<file path="config.mk">
export PLATFORM = sky130hd
export DESIGN_NAME = instr_stream_encoder
export DESIGN_NICKNAME = d
export VERILOG_FILES = /design/src/rtl/mips_isa_pkg.sv /design/src/rtl/instr_word_pack.sv /design/src/rtl/instr_stream_encoder.sv
export SDC_FILE = /design/constraint.sdc
export NUM_CORES = 1
export LEC_CHECK = 0
export BUFFER_PORTS_ARGS = -buffer_cell sky130_fd_sc_hd__buf_4
export CELL_PAD_IN_SITES_DETAIL_PLACEMENT = 1
export CELL_PAD_IN_SITES_GLOBAL_PLACEMENT = 1
export CORE_UTILIZATION = 39
export CTS_BUF_LIST = sky130_fd_sc_hd__clkbuf_2
export DETAILED_ROUTE_END_ITERATION = 8
export PLACE_DENSITY_LB_ADDON = 0.3
export SLEW_MARGIN = 20
export SYNTH_ARGS = -nofsm -noshare
export SYNTH_HDL_FRONTEND = slang
export SYNTH_SLANG_ARGS = --single-unit
</file>
<file path="constraint.sdc">
create_clock -name clk -period 2.9 [get_ports clk]
set_clock_uncertainty 0.15 [all_clocks]
set_input_delay 0.29 -clock clk [delete_from_list [all_inputs] [get_ports clk]]
set_output_delay 0.29 -clock clk [all_outputs]
set_load 0.02 [all_outputs]
</file>
<file path="src/rtl/mips_isa_pkg.sv">
// MIPS opcode/funct constants, op-select codes and encoder FSM states shared by
// the encoder, the decoder and the testbenches.
package mips_isa_pkg;

  localparam logic [5:0] OP_RTYPE = 6'h00;
  localparam logic [5:0] OP_J     = 6'h02;
  localparam logic [5:0] OP_BEQ   = 6'h04;
  localparam logic [5:0] OP_ADDI  = 6'h08;
  localparam logic [5:0] OP_LW    = 6'h23;
  localparam logic [5:0] OP_SW    = 6'h2B;

  localparam logic [5:0] FN_SLL  = 6'h00;
  localparam logic [5:0] FN_SLLV = 6'h04;
  localparam logic [5:0] FN_SRAV = 6'h07;
  localparam logic [5:0] FN_ADD  = 6'h20;
  localparam logic [5:0] FN_SUB  = 6'h22;
  localparam logic [5:0] FN_AND  = 6'h24;
  localparam logic [5:0] FN_OR   = 6'h25;

  typedef enum logic [3:0] {
    OPS_ADD  = 4'd0,
    OPS_SUB  = 4'd1,
    OPS_AND  = 4'd2,
    OPS_OR   = 4'd3,
    OPS_SLL  = 4'd4,
    OPS_SLLV = 4'd5,
    OPS_SRAV = 4'd6,
    OPS_LW   = 4'd7,
    OPS_SW   = 4'd8,
    OPS_BEQ  = 4'd9,
    OPS_ADDI = 4'd10,
    OPS_J    = 4'd11
  } op_sel_e;

  typedef enum logic [1:0] {
    ENC_IDLE,
    ENC_LOAD,
    ENC_DONE
  } enc_state_e;

  function automatic logic [31:0] rtype(input logic [4:0] rs, input logic [4:0] rt,
                                        input logic [4:0] rd, input logic [4:0] shamt,
                                        input logic [5:0] funct);
    return {OP_RTYPE, rs, rt, rd, shamt, funct};
  endfunction

  function automatic logic [31:0] itype(input logic [5:0] op, input logic [4:0] rs,
                                        input logic [4:0] rt, input logic [15:0] imm);
    return {op, rs, rt, imm};
  endfunction

endpackage

</file>
<file path="src/rtl/instr_word_pack.sv">
// Combinational packer: op select plus register/immediate fields to one 32-bit
// MIPS word; op codes 12..15 produce a NOP word and raise illegal.
module instr_word_pack
  import mips_isa_pkg::*;
(
  input  logic [3:0]  op,
  input  logic [4:0]  rs,
  input  logic [4:0]  rt,
  input  logic [4:0]  rd,
  input  logic [4:0]  shamt,
  input  logic [15:0] imm,
  input  logic [25:0] target,
  output logic [31:0] word,
  output logic        illegal
);

  always_comb begin
    word    = '0;
    illegal = 1'b0;
    case (op)
      OPS_ADD:  word = rtype(rs, rt, rd, 5'd0, FN_ADD);
      OPS_SUB:  word = rtype(rs, rt, rd, 5'd0, FN_SUB);
      OPS_AND:  word = rtype(rs, rt, rd, 5'd0, FN_AND);
      OPS_OR:   word = rtype(rs, rt, rd, 5'd0, FN_OR);
      OPS_SLL:  word = rtype(5'd0, rt, rd, shamt, FN_SLL);
      OPS_SLLV: word = rtype(rs, rt, rd, 5'd0, FN_SLLV);
      OPS_SRAV: word = rtype(rs, rt, rd, 5'd0, FN_SRAV);
      OPS_LW:   word = itype(OP_LW, rs, rt, imm);
      OPS_SW:   word = itype(OP_SW, rs, rt, imm);
      OPS_BEQ:  word = itype(OP_BEQ, rs, rt, imm);
      OPS_ADDI: word = itype(OP_ADDI, rs, rt, imm);
      OPS_J:    word = {OP_J, target};
      default:  illegal = 1'b1;
    endcase
  end

endmodule

</file>
<file path="src/rtl/instr_stream_encoder.sv">
// Load-session FSM that packs instruction requests and writes them to IMEM.
// Optional IENC_ILLEGAL_CHECK_EN: drop op 12..15 and flag them on err_illegal.
module instr_stream_encoder
  import mips_isa_pkg::*;
#(
  parameter logic [31:0] BASE_ADDR  = 32'h0000_0000,
  parameter int unsigned IMEM_WORDS = 64
) (
  input  logic                          clk,
  input  logic                          rst,
  input  logic                          start,
  input  logic                          in_valid,
  output logic                          in_ready,
  input  logic                          in_last,
  input  logic [3:0]                    in_op,
  input  logic [4:0]                    in_rs,
  input  logic [4:0]                    in_rt,
  input  logic [4:0]                    in_rd,
  input  logic [4:0]                    in_shamt,
  input  logic [15:0]                   in_imm,
  input  logic [25:0]                   in_target,
  output logic                          imem_we,
  output logic [31:0]                   imem_addr,
  output logic [31:0]                   imem_wdata,
  output logic [$clog2(IMEM_WORDS):0]   word_count,
  output logic                          done,
`ifdef IENC_ILLEGAL_CHECK_EN
  output logic                          err_illegal,
`endif
  output logic                          overflow
);

  localparam int unsigned CW = $clog2(IMEM_WORDS) + 1;

  enc_state_e  state;
  logic [31:0] next_addr;
  logic [31:0] word;
  logic        illegal;
  logic        accept;
  logic        drop;
  logic        do_write;
  logic        last_slot;

  instr_word_pack u_pack (
    .op      (in_op),
    .rs      (in_rs),
    .rt      (in_rt),
    .rd      (in_rd),
    .shamt   (in_shamt),
    .imm     (in_imm),
    .target  (in_target),
    .word    (word),
    .illegal (illegal)
  );

`ifdef IENC_ILLEGAL_CHECK_EN
  assign drop = illegal;
`else
  logic unused_illegal;
  assign unused_illegal = illegal;
  assign drop = 1'b0;
`endif

  assign in_ready  = (state == ENC_LOAD) && (word_count < CW'(IMEM_WORDS));
  assign accept    = in_valid && in_ready;
  assign do_write  = accept && !drop;
  assign last_slot = (word_count == CW'(IMEM_WORDS - 1));
  assign done      = (state == ENC_DONE);

  // imem_addr holds the address of the word being written; next_addr runs one
  // word ahead so the output stage never waits on the increment.
  always_ff @(posedge clk) begin
    if (rst) begin
      state      <= ENC_IDLE;
      imem_we    <= 1'b0;
      imem_addr  <= BASE_ADDR;
      imem_wdata <= '0;
      next_addr  <= BASE_ADDR;
      word_count <= '0;
      overflow   <= 1'b0;
`ifdef IENC_ILLEGAL_CHECK_EN
      err_illegal <= 1'b0;
`endif
    end else begin
      imem_we <= 1'b0;
      case (state)
        ENC_IDLE: begin
          if (start) begin
            state      <= ENC_LOAD;
            word_count <= '0;
            next_addr  <= BASE_ADDR;
            imem_addr  <= BASE_ADDR;
            overflow   <= 1'b0;
`ifdef IENC_ILLEGAL_CHECK_EN
            err_illegal <= 1'b0;
`endif
          end
        end
        ENC_LOAD: begin
          if (accept) begin
            if (do_write) begin
              imem_we    <= 1'b1;
              imem_addr  <= next_addr;
              imem_wdata <= word;
              next_addr  <= next_addr + 32'd4;
              word_count <= word_count + CW'(1);
              if (last_slot && !in_last) overflow <= 1'b1;
            end
`ifdef IENC_ILLEGAL_CHECK_EN
            if (drop) err_illegal <= 1'b1;
`endif
            if (in_last || (do_write && last_slot)) state <= ENC_DONE;
          end
        end
        ENC_DONE: state <= ENC_IDLE;
        default:  state <= ENC_IDLE;
      endcase
    end
  end

endmodule
</file>
==> run summary, run 1 <==
Achievable Freq = 366 MHz
Clk slew on worst S/H paths = 250 ps
DIE AREA = 0.0129 mm²
Area Growth Syn to Fin = 39.3%
NetSw = 0.747 mW
Yosys reg bits = 102
Max clock buf depth = 2
Antenna violations before repair = 1
Flop pwr share = 56.3%
GPL Wtd Cong = 0.790
Post-synth top flop = dfxtp_1
Syn_nets = 684
R2R setup slack = 170 ps
Clock Sink Count = 102
EDFF count, synth = 0
GRT Overall Usage = 28.8%
Routed len/inst = 18.8 µm
Die W = 113 µm
Clock share of power = 24.6%
Vias = 5474
Yosys top cell by area = dfxtp_1
Number of cells on the worst reg-to-reg path = 6
Top cells by area, synth = dfxtp_1, nand2_1, a21oi_1
Layout cells sized above 1 = 22.9%
Fill cells = 1465
Status = finished, final reports clean
Cells after DPL = 884
Slew @ Worst Pin = 1080 ps
Root Driver = clkbuf_2
Port Buffers = 144
Max-slew violations = 0
Setup TNS = 0 ps
Vias per cell = 5.71
Synth Warn # = 0
Leakage = 2.66 nW
Worst VDD drop = 0.245 mV
FF-to-FF End = imem_wdata[4]
Worst hold slack = 56.4 ps
Post-route antenna net violation count = 0
Worst Setup SP = state[1]
Tcrit/Tclk final = 94.3%
GRT overflow = 0
RSZ-0062 raised after global routing = false
Total wire length = 18000 µm
Layout Nets = 862
Pwr dens = 384 mW/mm²
Final WS setup = 166 ps
Netlist Area Pre-Place = 0.00485 mm²
R2r startpoint = state[1]
Worst-skew pair later-pin latency = 610 ps
Vias in the first global route = 5875
Critical Path RT = 3320 ps
Row Count = 40
Syn Area/Cell = 7.93 µm²
First-pass GRT wire length = 29400 µm
Hold Path Class = input pin to flip-flop
Yosys cell types = 61
Drt drc = 0
Gate Count Post-Synth = 611
Setup violators final = 0
Crit path DAT = 3150 ps
Finished Layout Cells = 959
I/O pin cnt = 146
Core box area = 0.0121 mm²
End point of the critical path = imem_wdata[4]
Pre-CTS WS = 541 ps
H-tree levels = 3
Leading cell types in the layout, fill and taps excluded = buf_4, nand2_1, dfxtp_1, a21oi_1, dlygate4sd3_1
Initial Util = 40.2%
DR pass1 iterations = 5
Largest net degree at the start of global routing = 40
Leading cell type in the layout, fill and taps excluded = buf_4
Die height = 113 µm
1st-iter DRT viols = 303
CTS Buf Count = 9
CTS tree = done
Async S/R FF share, synth = 0%
Critical Path Fanout Max = 34
Pint = 1.84 mW
Final hold vios = 0
Critical path type = flip-flop to flip-flop
Sw Share = 28.8%
Yosys top cell area share = 42.1%
Number of max-cap violations = 0
Post-synthesis sequential area ratio = 42.1%
DP HPWL = 11200 µm
HP Start = in_imm[2]
Post-CTS Setup Inserts = 0
Crit path launch type = flip-flop
Worst slew margin = 27.6%
Combinational fraction of design power = 19.1%
Final min period = 2730 ps
CP Capture Type = flip-flop
==> synth_stat cells (all sizes together), types with 3 or more instances <==
master	n
xor2	7
a22oi	7
o211a	3
o31ai	10
nand2b	3
xnor2	5
mux2i	6
inv	8
a31oi	13
nand2	114
a211oi	4
a311o	4
nor4	5
a31o	4
nand4	12
o21ai	29
nand3	15
and3	8
a221oi	3
dfxtp	102
o2111ai	3
clkbuf	35
nor2	38
mux2	4
buf	13
a22o	6
nor3	5
or4	13
or3	9
o22ai	3
a21o	6
a21oi	76
o211ai	3
and4	5
==> registers in the layout, summed over array words and instances, names as in the netlist <==
register	count
state	2
imem_we	1
imem_wdata	30
word_count	7
overflow	1
imem_addr	31
next_addr	30
==> per-stage QoR <==
stage | area [µm²] | utilization [%] | total power [mW]
after floorplan | 4850 | - | 1.70
after global placement | 6030 | 50.0 | 1.87
after detailed placement | 6030 | 50.0 | 1.89
after CTS | 6740 | 55.8 | 2.59
after global routing | 6750 | 56.0 | 2.70
final | 6750 | 56.0 | 2.59
==> worst min path at each step <==
stage | end | slack [ps] | cells past startpoint
detailed placement | imem_addr[2] | 300 | 2
floorplan | imem_wdata[21] | 280 | 2
global route | imem_wdata[2] | 10 | 4
CTS | imem_wdata[2] | 10 | 4
finish | imem_wdata[2] | 60 | 4
global placement | imem_wdata[2] | 290 | 2
==> cell families after synthesis <==
group | Yosys count | share of synthesized area, %
adders and majority gates | 2 | 0.516
xor gates and xnor gates | 12 | 2.17
buffers and inverters | 56 | 4.67
DFF | 102 | 42.1
and+or+nand+nor | 246 | 24.8
AOI/OAI and AO/OA | 182 | 23.5
muxes | 10 | 2.17
other | 1 | 0.0774
==> layer usage <==
metal  GRT usage (%)  wire length (µm)  part of all wire [%]
met5               0                 0                     0
met4            11.2               437                   2.4
met3            8.50              1180                   6.6
met2            52.6              9470                    53
met1            31.0              6940                    38
==> final cells by class <==
cell class	instances	area, µm²	share of cell area [%]
Sequential cell	102	2040	30.2
Timing Repair Buffer	215	1770	26.3
Multi-Input combinational cell	453	2610	38.6
Clock buffer	10	50.0	0.741
Inverter	8	30.0	0.445
Tap cell	168	210	3.11
Clock inverter	2	37.5	0.556
Antenna cell	1	2.50	0.0371
==> critical path, cell delays in order, from the launching register on <==
cell           delay, ps
dfxtp_1              560
nand4bb_1            270
buf_6                310
a221oi_1              80
dlygate4sd3_1        580
nor3_1               150
dlygate4sd3_1        590
==> repair_timing <==
action / in CTS / in global routing
gates resized for setup: 0 / 3
setup endpoints to repair: 0 / 6
hold endpoints to repair: 41 / 0
hold buffers: 62 / 0
==> power groups by stage <==
stage                     Combinational (mW)  Sequential, mW  Clock, mW
after CTS                              0.473            1.46      0.658
after global routing                   0.529            1.46      0.713
after floorplan                        0.191            1.51          0
after detailed placement               0.407            1.48          0
after global placement                 0.394            1.48          0
final                                  0.494            1.46      0.637
Power figures use the tool's default switching activity.
==> run 2: changes to the inputs <==
--- a/config.mk
+++ b/config.mk
@@ -12,6 +12,7 @@
 export CTS_BUF_LIST = sky130_fd_sc_hd__clkbuf_2
 export DETAILED_ROUTE_END_ITERATION = 8
 export PLACE_DENSITY_LB_ADDON = 0.3
+export RECOVER_POWER = 50
 export SLEW_MARGIN = 20
 export SYNTH_ARGS = -nofsm -noshare
 export SYNTH_HDL_FRONTEND = slang
==> run summary, run 2 (synthesis gave the netlist of run 1 again) <==
Leading cell type in the layout, fill and taps excluded = nand2_1
Max-slew violations = 0
Status = finished, final reports clean
Crit path max-delay family = buffers and inverters
Critical path type = flip-flop to flip-flop
Antenna violations before repair = 1
Drt drc = 0
Tcrit/Tclk final = 94.6%
Footprint of the multi-input gates = 0.00261 mm²
Root Driver = clkbuf_2
Clock share of power = 24.8%
Combinational fraction of design power = 18.4%
Crit path launch type = flip-flop
Critical Path RT = 3310 ps
Setup TNS = 0 ps
Layout Nets = 862
GRT overflow = 0
Worst slew margin = 27.0%
I/O pin cnt = 146
Final min period = 2740 ps
Pwr dens = 396 mW/mm²
Flop pwr share = 56.9%
Initial Util = 40.2%
Largest net degree at the start of global routing = 40
Post-CTS Setup Inserts = 0
Buf/Inv on CP = 3
Max clock buf depth = 2
CTS Buf Count = 9
Final hold vios = 0
Top flop regs = imem_addr x31, imem_wdata x30, next_addr x30
Core box area = 0.0121 mm²
R2R setup slack = 160 ps
1st-iter DRT viols = 304
Crit path DAT = 3150 ps
Fill cells = 1522
Setup violators final = 0
Slowest cell on crit path = dlygate4sd3_1
Clk slew on worst S/H paths = 250 ps
Port Buffers = 144
Pint = 1.82 mW
NetSw = 0.744 mW
Final WS setup = 157 ps
Vias in the first global route = 5875
Pre-CTS WS = 541 ps
Vias per cell = 5.74
Vias = 5502
DIE AREA = 0.0129 mm²
First-pass GRT wire length = 29400 µm
GPL Wtd Cong = 0.790
Worst-skew pair later-pin latency = 590 ps
Hold Path Class = input pin to flip-flop
Sw Share = 29.0%
DP HPWL = 11200 µm
Die W = 113 µm
Die height = 113 µm
Finished Layout Cells = 959
Slew @ Worst Pin = 1090 ps
Total wire length = 18100 µm
Leakage = 2.35 nW
Area Growth Syn to Fin = 33.5%
H-tree levels = 3
Sequence of cells on the critical path = nand4bb_1 > buf_6 > a221oi_1 > dlygate4sd3_1 > nor3_1 > dlygate4sd3_1
Layout cells sized above 1 = 13.5%
Leading cell types in the layout, fill and taps excluded = nand2_1, dfxtp_1, a21oi_1, buf_4, clkbuf_1
Worst VDD drop = 0.245 mV
RSZ-0062 raised after global routing = false
Reg area = 0.00204 mm²
Largest register FFs = 31
GRT Overall Usage = 28.8%
DR pass1 iterations = 4
Max incr delay on CP = 590 ps
Number of max-cap violations = 0
CP Capture Type = flip-flop
Row Count = 40
Clock Sink Count = 102
Cells after DPL = 884
Achievable Freq = 365 MHz
Routed len/inst = 18.8 µm
Largest Register = imem_addr
Critical Path Fanout Max = 34
Cell mode on critical path = dlygate4sd3_1
CTS tree = done
Post-route antenna net violation count = 0
==> run 2: cell count changes in the layout (fill, tap and decap cells not counted) <==
cell      previous run  this run
clkbuf_1             0        74
clkbuf_2            10        12
buf_4              152        76
==> run 2: power by group through the flow <==
stage / clock, mW / sequential (mW) / combinational [mW]
after global placement: 0 / 1.48 / 0.394
after floorplan: 0 / 1.51 / 0.191
after CTS: 0.658 / 1.46 / 0.473
after detailed placement: 0 / 1.48 / 0.407
after global routing: 0.713 / 1.46 / 0.505
final: 0.635 / 1.46 / 0.470
==> run 2: layout make-up <==
| cell class | instances | area share [%] |
|---|---|---|
| antenna | 1 | 0.0387 |
| sequential | 102 | 31.6 |
| timing repair buffer | 215 | 23.0 |
| clock inverter | 2 | 0.580 |
| tap | 168 | 3.25 |
| clock buffer | 10 | 0.774 |
| inverter | 8 | 0.464 |
| multi-input combinational | 453 | 40.3 |
==> run 2: per-stage QoR <==
step	cell area (µm²)	power, mW	util (%)	hold slack [ps]
after detailed placement	6030	1.89	50.0	305
after floorplan	4850	1.70	-	276
after global placement	6030	1.87	50.0	292
final	6470	2.56	53.6	65.0
after CTS	6740	2.59	55.8	10.6
after global routing	6470	2.68	53.6	11.1
==> run 2: tightest hold or removal path, stage by stage <==
cell and delay (ps):
buf_4 180, nor2_1 120, a2111o_1 130, a21oi_1 70
==> run 2: per-layer routing <==
| layer | track usage [%] | share of wire, % |
|---|---|---|
| met5 | 0 | 0 |
| met4 | 11.2 | 2.5 |
| met3 | 8.50 | 6.1 |
| met2 | 52.6 | 52 |
| met1 | 31.0 | 39 |
==> run 2: what timing repair did <==
item	4_1_cts	5_1_grt
endpoints found under the hold margin	41	0
hold buffers	62	0
resized for setup	0	3
setup endpoints to repair	0	6
==> run 2: final timing paths <==
| check | startpoint | end | depth (start not counted) |
|---|---|---|---|
| max | state[1] | imem_wdata[4] | 6 |
| min | in_op[0] | imem_wdata[2] | 4 |
| max reg2reg | state[1] | imem_wdata[4] | 6 |
| min reg2reg | imem_addr[15] | imem_addr[15] | 2 |
==> run 3: changes to the inputs <==
--- a/config.mk
+++ b/config.mk
@@ -5,12 +5,12 @@
 export SDC_FILE = /design/constraint.sdc
 export NUM_CORES = 1
 export LEC_CHECK = 0
-export BUFFER_PORTS_ARGS = -buffer_cell sky130_fd_sc_hd__buf_4
 export CELL_PAD_IN_SITES_DETAIL_PLACEMENT = 1
 export CELL_PAD_IN_SITES_GLOBAL_PLACEMENT = 1
 export CORE_UTILIZATION = 39
 export CTS_BUF_LIST = sky130_fd_sc_hd__clkbuf_2
 export DETAILED_ROUTE_END_ITERATION = 8
+export DONT_BUFFER_PORTS = 1
 export PLACE_DENSITY_LB_ADDON = 0.3
 export RECOVER_POWER = 50
 export SLEW_MARGIN = 20
==> run summary, run 3 (synthesis gave the netlist of run 1 again) <==
Sw Share = 31.4%
GRT Overall Usage = 26.0%
Status = finished, final reports clean
Combinational fraction of design power = 13.7%
DP HPWL = 10000 µm
Flop pwr share = 60.5%
Worst slew margin = 23.6%
Clock share of power = 25.8%
Setup violators final = 0
Layout Nets = 726
I/O pin cnt = 146
CP Capture Type = flip-flop
Clk slew on worst S/H paths = 290 ps
Port Buffers = 0
Initial Util = 40.2%
Number of max-cap violations = 0
Tcrit/Tclk final = 92.3%
CTS tree = done
Final min period = 2680 ps
Crit path DAT = 3110 ps
Vias in the first global route = 5222
Drt drc = 0
Leading cell type in the layout, fill and taps excluded = nand2_1
DIE AREA = 0.0129 mm²
Clock Sink Count = 102
Worst VDD drop = 0.258 mV
NetSw = 0.776 mW
GPL Wtd Cong = 0.801
DR pass1 iterations = 5
H-tree levels = 3
Critical Path Fanout Max = 30
Slew @ Worst Pin = 1150 ps
Pint = 1.70 mW
Leading cell types in the layout, fill and taps excluded = nand2_1, dfxtp_1, a21oi_1, dlygate4sd3_1, nor2_1
Area Growth Syn to Fin = 18.7%
1st-iter DRT viols = 253
Die W = 113 µm
Hold Path Class = input pin to flip-flop
Routed len/inst = 19.9 µm
Root Driver = clkbuf_2
Critical path type = input pin to flip-flop
Total wire length = 16500 µm
Max-slew violations = 0
Vias per cell = 5.94
Largest Register = imem_addr
Largest register FFs = 31
Post-route antenna net violation count = 0
GRT overflow = 0
Row Count = 40
Max clock buf depth = 2
Crit path launch type = input pin
Worst-skew pair later-pin latency = 620 ps
Antenna violations before repair = 0
Setup TNS = 0 ps
Achievable Freq = 374 MHz
Final hold vios = 0
Layout cells sized above 1 = 6.23%
First-pass GRT wire length = 26600 µm
Pwr dens = 430 mW/mm²
RSZ-0062 raised after global routing = false
Core box area = 0.0121 mm²
CTS Buf Count = 9
Top flop regs = imem_addr x31, imem_wdata x30, next_addr x30
Worst hold slack = 58.1 ps
Critical Path RT = 3330 ps
Fill cells = 1453
Largest net degree at the start of global routing = 58
Leakage = 1.92 nW
Diodes inserted = 0
Vias = 4905
Die height = 113 µm
==> run 3: cell type report <==
cell class	count	area (µm²)	area share [%]
sequential	102	2040	35.5
multi-input combinational	453	2610	45.3
tap	168	210	3.65
clock buffer	10	50.0	0.870
inverter	8	30.0	0.522
clock inverter	6	45.0	0.783
timing repair buffer	79	768	13.4
==> run 3: power by group through the flow <==
| stage | Clock, mW | Combinational [mW] | Sequential (mW) |
|---|---|---|---|
| after floorplan | 0 | 0.191 | 1.51 |
| after global placement | 0 | 0.218 | 1.52 |
| after detailed placement | 0 | 0.227 | 1.52 |
| after CTS | 0.661 | 0.325 | 1.50 |
| after global routing | 0.718 | 0.370 | 1.50 |
| final | 0.638 | 0.339 | 1.50 |
==> run 3: critical path, cell delays in order <==
cell and delay [ps]:
dlymetal6s4s_1 920, nand2b_1 210, dlygate4sd3_1 690, o22ai_1 170
a2bb2oi_1 90, dlygate4sd3_1 560, a21oi_1 170
==> run 3: through the flow <==
stage	power (mW)	util [%]	cells	setup slack [ps]	cell area (µm²)
2_1_floorplan	1.70	-	611	993	4850
3_3_place_gp	1.74	41.0	740	690	4950
3_5_place_dp	1.75	41.0	740	619	4950
4_1_cts	2.48	47.6	826	35.3	5740
5_1_grt	2.59	47.7	826	121	5750
6_report	2.47	47.7	826	225	5750
==> run 3: path summary, 6_finish.rpt <==
check | start | end | slack [ps] | depth (start not counted)
worst min-delay path | start | word_count[6] | 60 | 3
worst max register to register | word_count[6] | imem_wdata[24] | 260 | 6
worst max-delay path | in_op[3] | imem_wdata[6] | 220 | 7
worst min register to register | next_addr[29] | imem_addr[29] | 370 | 2
==> run 3: what timing repair did <==
action | 4_1_cts | 5_1_grt
endpoints found under the setup margin | 0 | 11
hold buffers | 70 | 0
setup buffers | 0 | 0
endpoints found under the hold margin | 46 | 0
resized for setup | 0 | 4
==> run 3: routing by layer <==
metal  share of wire, %  global-route usage [%]  up-vias
met1                 39                    29.2     2364
met2                 51                    45.8      206
met4                3.1                    13.8        0
li1                   -                       -     2296
met3                6.8                    6.06       39
met5                  0                       0        -
